$ cat src/rtl/ram_read_arbiter.sv
// Two-requester read arbiter in front of a registered-output RAM.
// One transaction in flight: grant and strobe in IDLE, response held in RESPOND.
module ram_read_arbiter #(
  parameter int unsigned RamSize       = 4096,
  parameter bit          FixedPriority = 1'b0
) (
  input  logic        clock_i,
  input  logic        reset_i,

  input  logic        req0_valid_i,
  input  logic [31:0] req0_address_i,
  output logic        req0_ready_o,
  input  logic        req1_valid_i,
  input  logic [31:0] req1_address_i,
  output logic        req1_ready_o,

  output logic        rsp0_valid_o,
  output logic [31:0] rsp0_data_o,
  output logic        rsp0_error_o,
  input  logic        rsp0_ready_i,
  output logic        rsp1_valid_o,
  output logic [31:0] rsp1_data_o,
  output logic        rsp1_error_o,
  input  logic        rsp1_ready_i,

  output logic        ram_read_enable_o,
  output logic [31:0] ram_address_o,
  input  logic [31:0] ram_data_i
);

  typedef enum logic {
    IDLE    = 1'b0,
    RESPOND = 1'b1
  } state_t;

  state_t      state_q, state_d;
  logic        last_grant_q;
  logic        grant_id_q;
  logic        grant_error_q;

  logic        any_valid;
  logic        pick;
  logic [31:0] pick_address;
  logic        pick_error;
  logic        grant;
  logic        granted_rsp_ready;

  // Arbitration and error classification for the candidate of this cycle.
  always_comb begin
    any_valid = req0_valid_i | req1_valid_i;
    if (req0_valid_i && req1_valid_i) begin
      pick = FixedPriority ? 1'b0 : ~last_grant_q;
    end else begin
      pick = ~req0_valid_i;
    end
    pick_address      = pick ? req1_address_i : req0_address_i;
    pick_error        = (pick_address[1:0] != 2'b00) || (pick_address >= 32'(RamSize));
    grant             = (state_q == IDLE) && any_valid && !reset_i;
    granted_rsp_ready = grant_id_q ? rsp1_ready_i : rsp0_ready_i;
  end

  // NOTE: sequential state uses non-blocking assignments so every register
  // samples pre-edge values regardless of statement order.
  always_ff @(posedge clock_i) begin
    if (reset_i) begin
      state_q       <= IDLE;
      last_grant_q  <= 1'b1;
      grant_id_q    <= 1'b0;
      grant_error_q <= 1'b0;
    end else begin
      state_q <= state_d;
      if (grant) begin
        last_grant_q  <= pick;
        grant_id_q    <= pick;
        grant_error_q <= pick_error;
      end
    end
  end

  // NOTE: every always_comb output gets a default first so no path infers a latch.
  always_comb begin
    state_d = state_q;
    unique case (state_q)
      IDLE:    if (any_valid)         state_d = RESPOND;
      RESPOND: if (granted_rsp_ready) state_d = IDLE;
      default: state_d = IDLE;
    endcase
  end

  // The RAM stays unstrobed in RESPOND, so ram_data_i is stable while held.
  always_comb begin
    req0_ready_o      = 1'b0;
    req1_ready_o      = 1'b0;
    ram_read_enable_o = 1'b0;
    ram_address_o     = '0;
    rsp0_valid_o      = 1'b0;
    rsp0_data_o       = '0;
    rsp0_error_o      = 1'b0;
    rsp1_valid_o      = 1'b0;
    rsp1_data_o       = '0;
    rsp1_error_o      = 1'b0;
    unique case (state_q)
      IDLE: begin
        if (grant) begin
          req0_ready_o = ~pick;
          req1_ready_o = pick;
          if (!pick_error) begin
            ram_read_enable_o = 1'b1;
            ram_address_o     = pick_address;
          end
        end
      end
      RESPOND: begin
        if (grant_id_q) begin
          rsp1_valid_o = 1'b1;
          rsp1_data_o  = grant_error_q ? 32'h0 : ram_data_i;
          rsp1_error_o = grant_error_q;
        end else begin
          rsp0_valid_o = 1'b1;
          rsp0_data_o  = grant_error_q ? 32'h0 : ram_data_i;
          rsp0_error_o = grant_error_q;
        end
      end
      default: ;
    endcase
  end

endmodule

$ cat config.mk
export PLATFORM = sky130hd
export DESIGN_NAME = ram_read_arbiter
export DESIGN_NICKNAME = d
export VERILOG_FILES = /design/src/rtl/ram_read_arbiter.sv
export SDC_FILE = /design/constraint.sdc
export NUM_CORES = 1
export LEC_CHECK = 0
export CORE_ASPECT_RATIO = 1.25
export CORE_MARGIN = 5
export CORE_UTILIZATION = 22
export CTS_BUF_LIST = sky130_fd_sc_hd__clkbuf_16
export DETAILED_ROUTE_END_ITERATION = 16
export GPL_ROUTABILITY_DRIVEN = 0
export HOLD_SLACK_MARGIN = 0.12
export PLACE_DENSITY_LB_ADDON = 0.25
export RECOVER_POWER = 50
export SETUP_SLACK_MARGIN = 0.15
export SLEW_MARGIN = 5
export SYNTH_ARGS = -nofsm -noshare
export SYNTH_HDL_FRONTEND = slang
export SYNTH_SLANG_ARGS = --single-unit
export TNS_END_PERCENT = 30
$ cat constraint.sdc
create_clock -name clock_i -period 2.05 [get_ports clock_i]
set_clock_uncertainty 0.15 [all_clocks]
set_input_delay 0.41 -clock clock_i [delete_from_list [all_inputs] [get_ports clock_i]]
set_output_delay 0.41 -clock clock_i [all_outputs]
set_load 0.02 [all_outputs]
==> results.txt <==
For this run, the number of Yosys warnings is 0. The area growth from synthesis to layout is 175.2%. Clock-pin slew was measured on the worst setup and hold paths at 0.03 ns.

The synthesized design spends more area on one cell type than any other, namely sky130_fd_sc_hd__nor2_1. Including well taps, the total number of placed cells is 462. The data required time of the worst path came out at 1.49 ns. For the finished layout, the period the worst path requires is 2.423 ns. The number of buffers created by CTS is 3. In this run the number of H-tree levels came out at 1. The average via count per standard cell came out at 4.343. The longest clock path from root to sink contains 2 buffers. The number of top-level design ports is 205. The share of the clock period used by the worst path is 118.2%. The die is 76.23 um wide.

Counting every sink on the clock net gives 4. The die covers 0.007073 sq mm. The endpoint identified for the worst register-to-register timing path is grant_error_q.

On the critical path, the stage with the largest delay is an instance of sky130_fd_sc_hd__or4_4. The mean instance size in the synthesized netlist came out at 5.636 sq um. OpenSTA, run right after detailed placement, puts the worst setup slack at -1.084 ns. The synthesized design contains 4 register bits. The startpoint type of the worst setup path is a primary input.

The worst setup path is captured at an output pin. For this run, the share of the core covered by cells in the final layout is 61.84%. The startpoint identified for the worst hold timing path is grant_id_q.

The total routing resource utilization after global routing came out at 16.06%. The max-cap check violation count came out at 0. The share of the Yosys chip area taken by registers is 6.639%. The clock latency on the worst-skew pair is 0.23 ns.

The number of iterations in the first detailed-routing pass came out at 4. The count of nets after finishing came out at 506. The sum of net half-perimeters after detailed placement is 5.370 mm. Counting both buffers and inverters, the worst setup path holds a total of 3. The number of synthesized flops with an enable pin came out at 0. The depth of the worst hold-timing path is 2. The hold violation count in the final report came out at 0.

Among all flip-flop cells after synthesis, the most frequent one is sky130_fd_sc_hd__dfxtp_1. The overall via count from detail_route came out at 2024. The summed instance area of the synthesized netlist is 0.001206 sq mm. In this run the critical register-to-register path is launched from last_grant_q. The kind of critical path is in2out. The post-detailed-routing wire length is 6.314 mm. Timing would allow up to 412.6 MHz. The post-synthesis async set-or-reset flop share came out at 0%.

The area of the placeable core came out at 0.005368 sq mm. The total negative slack came out at -10.90 ns. The worst hold path terminates at grant_id_q. The share of the synthesized area in the top cell type is 22.72%. The post-synthesis cell count came out at 214. The post-synthesis cell type count came out at 28. The setup-violating endpoint count in the final report is 44.

Dividing the detail-routed wire length by the instance count gives 13.55 um. Setup repair after global routing could not meet its margin everywhere. The area of placed instances is 0.003207 sq mm. Yosys instantiated no cell more often than sky130_fd_sc_hd__nor2_1. Overall power consumption after layout is estimated at 1.020 mW. The endpoint arrival time on the critical path came out at 1.86 ns. The tightest hold path in the finished design has a slack of 0.3859 ns. In the post-synthesis netlist, the biggest area contributors are sky130_fd_sc_hd__nor2_1 (23%), sky130_fd_sc_hd__nand2b_1 (19%), sky130_fd_sc_hd__buf_4 (14%). The signal on the critical path passes through buf_6, or4_4, nor3_4, o221ai_4, buf_12, a21oi_4, buf_6. The die span in y is 92.79 um.

The share of final-layout standard cells stronger than drive strength 1 came out at 22.64%. The via count of the first global-routing pass came out at 2014. The checks that failed: setup timing. After floorplanning, the core was divided into 30 placement rows. The number of routed nets with antenna violations came out at 0. In this run the power density over the cells is 307.3 mW/mm^2. The peak ir drop on the vdd network came out at 0.3002 mV. TritonCTS built the clock tree. In this run the worst hold path is classified as reg2reg.

The number of slew-limit violations in the final report came out at 0. The most numerous cell type found on the critical path is sky130_fd_sc_hd__buf_6. After clock tree synthesis, the flow added hold-fix buffers numbering 0. In this run the tool buffered the top-level ports with 182 buffer cells. The number of diodes came out at 0. The initial antenna violation count is 0. The static power due to leakage came out at 1.513 nW. On the worst path, the slowest cell contributes a delay of 0.54 ns. The total global routing overflow is 0. The final non-filler cell area came out at 0.003319 sq mm. The largest fanout on the critical path came out at 6. The final routed DRC violation total is 0. Measured in cells, the most critical reg-to-reg path has a length of 6. CTS placed an instance of sky130_fd_sc_hd__clkbuf_16 at the clock tree root. The pin count of the biggest net entering global routing came out at 36. The flow ran to the end, but the final reports show violations.

The global-route wire length before repair is 9.287 mm. The worst path setup slack after routing came out at -0.3734 ns. The flop-to-flop setup slack is 0.53 ns. The kind of cell with the highest combined delay along the critical path is simple AND/OR/NAND/NOR gates. Once the floorplan was initialized, standard cells occupied 22.47% of the core. In this run, the number of DRC markers left after iteration 0 of detailed routing was 60. By count the netlist is led by sky130_fd_sc_hd__nor2_1 (73), sky130_fd_sc_hd__nand2b_1 (36), sky130_fd_sc_hd__buf_4 (22). The non-filler instance count after layout came out at 466.
-- routing by layer --
metal / global-route usage [%] / routed length, um / up-vias
met2: 32.93 / 3572 / 119
li1: - / - / 1013
met3: 4.961 / 674 / 5
met5: 0 / 0 / -
met1: 14.67 / 1993 / 887
met4: 4.810 / 73 / 0
-- cell families (layout without fill, tap and decap cells) --
logic type	after synthesis	count (layout)	synth area share (%)
buf+inv	40	207	19.92
flops	4	4	6.639
compound gates	18	18	11.83
simple gates	150	150	60.48
mux	1	1	0.8299
other cells	1	22	0.3109
-- report_power, final --
group / total [mW] / leakage [nW] / internal [mW] / switching (mW)
sequential: 0.0948 / 0.0334 / 0.0864 / 0.00839
clock: 0.306 / 0.0370 / 0.249 / 0.0566
combinational: 0.619 / 1.44 / 0.320 / 0.300
-- sequential cells by signal, summed over array words and instances (netlist names) --
name	cells
grant_id_q	1
grant_error_q	1
last_grant_q	1
state_q	1
-- what timing repair did --
action,CTS,global route
hold endpoints to repair,0,0
setup endpoints to repair,82,81
cloned,1,0
buffers inserted,0,0
gates resized for setup,223,22
pin swaps,22,12
-- how the worst max path moves through the flow --
stage                       startpoint                 to  slack, ns  cells past startpoint
floorplan           req0_address_i[28]  ram_address_o[10]      -0.07                      5
global placement    req0_address_i[28]   ram_address_o[3]      -1.05                      7
detailed placement  req0_address_i[28]   ram_address_o[8]      -1.08                      7
CTS                 req1_address_i[20]   ram_address_o[8]      -0.42                      7
global route        req0_address_i[16]   ram_address_o[5]      -0.42                      8
finish              req1_address_i[20]   ram_address_o[8]      -0.37                      7
-- placed cells by master (no fill, tap or decap), types with 5 or more instances in the layout --
master	Yosys	routed
sky130_fd_sc_hd__a21oi_4	0	9
sky130_fd_sc_hd__nand2_1	21	21
sky130_fd_sc_hd__nor3_4	1	5
sky130_fd_sc_hd__nor4_2	0	6
sky130_fd_sc_hd__buf_4	22	14
sky130_fd_sc_hd__buf_2	0	9
sky130_fd_sc_hd__clkbuf_2	0	6
sky130_fd_sc_hd__clkdlybuf4s15_1	0	13
sky130_fd_sc_hd__dlygate4sd2_1	0	43
sky130_fd_sc_hd__clkdlybuf4s15_2	0	7
sky130_fd_sc_hd__clkdlybuf4s50_1	0	89
sky130_fd_sc_hd__nor2_1	73	70
sky130_fd_sc_hd__nand2b_1	36	36
sky130_fd_sc_hd__buf_6	1	13
sky130_fd_sc_hd__conb_1	1	22
-- worst register-to-register path: stages, from the launching register on --
cell and delay (ns):
sky130_fd_sc_hd__dfxtp_1 0.32, sky130_fd_sc_hd__o21ai_1 0.13, sky130_fd_sc_hd__buf_4 0.16, sky130_fd_sc_hd__nor3_4 0.05, sky130_fd_sc_hd__o221ai_4 0.28, sky130_fd_sc_hd__clkbuf_16 0.23, sky130_fd_sc_hd__a21boi_1 0.14
-- cell type report --
cell class / instances / area, sq um
multi-input combinational: 191 / 1155
sequential: 4 / 80.08
timing repair buffer: 200 / 1912
clock buffer: 3 / 75.07
tap: 64 / 80.08
inverter: 4 / 17.52
fill: 488 / 2048
Power figures use the tool's default switching activity.
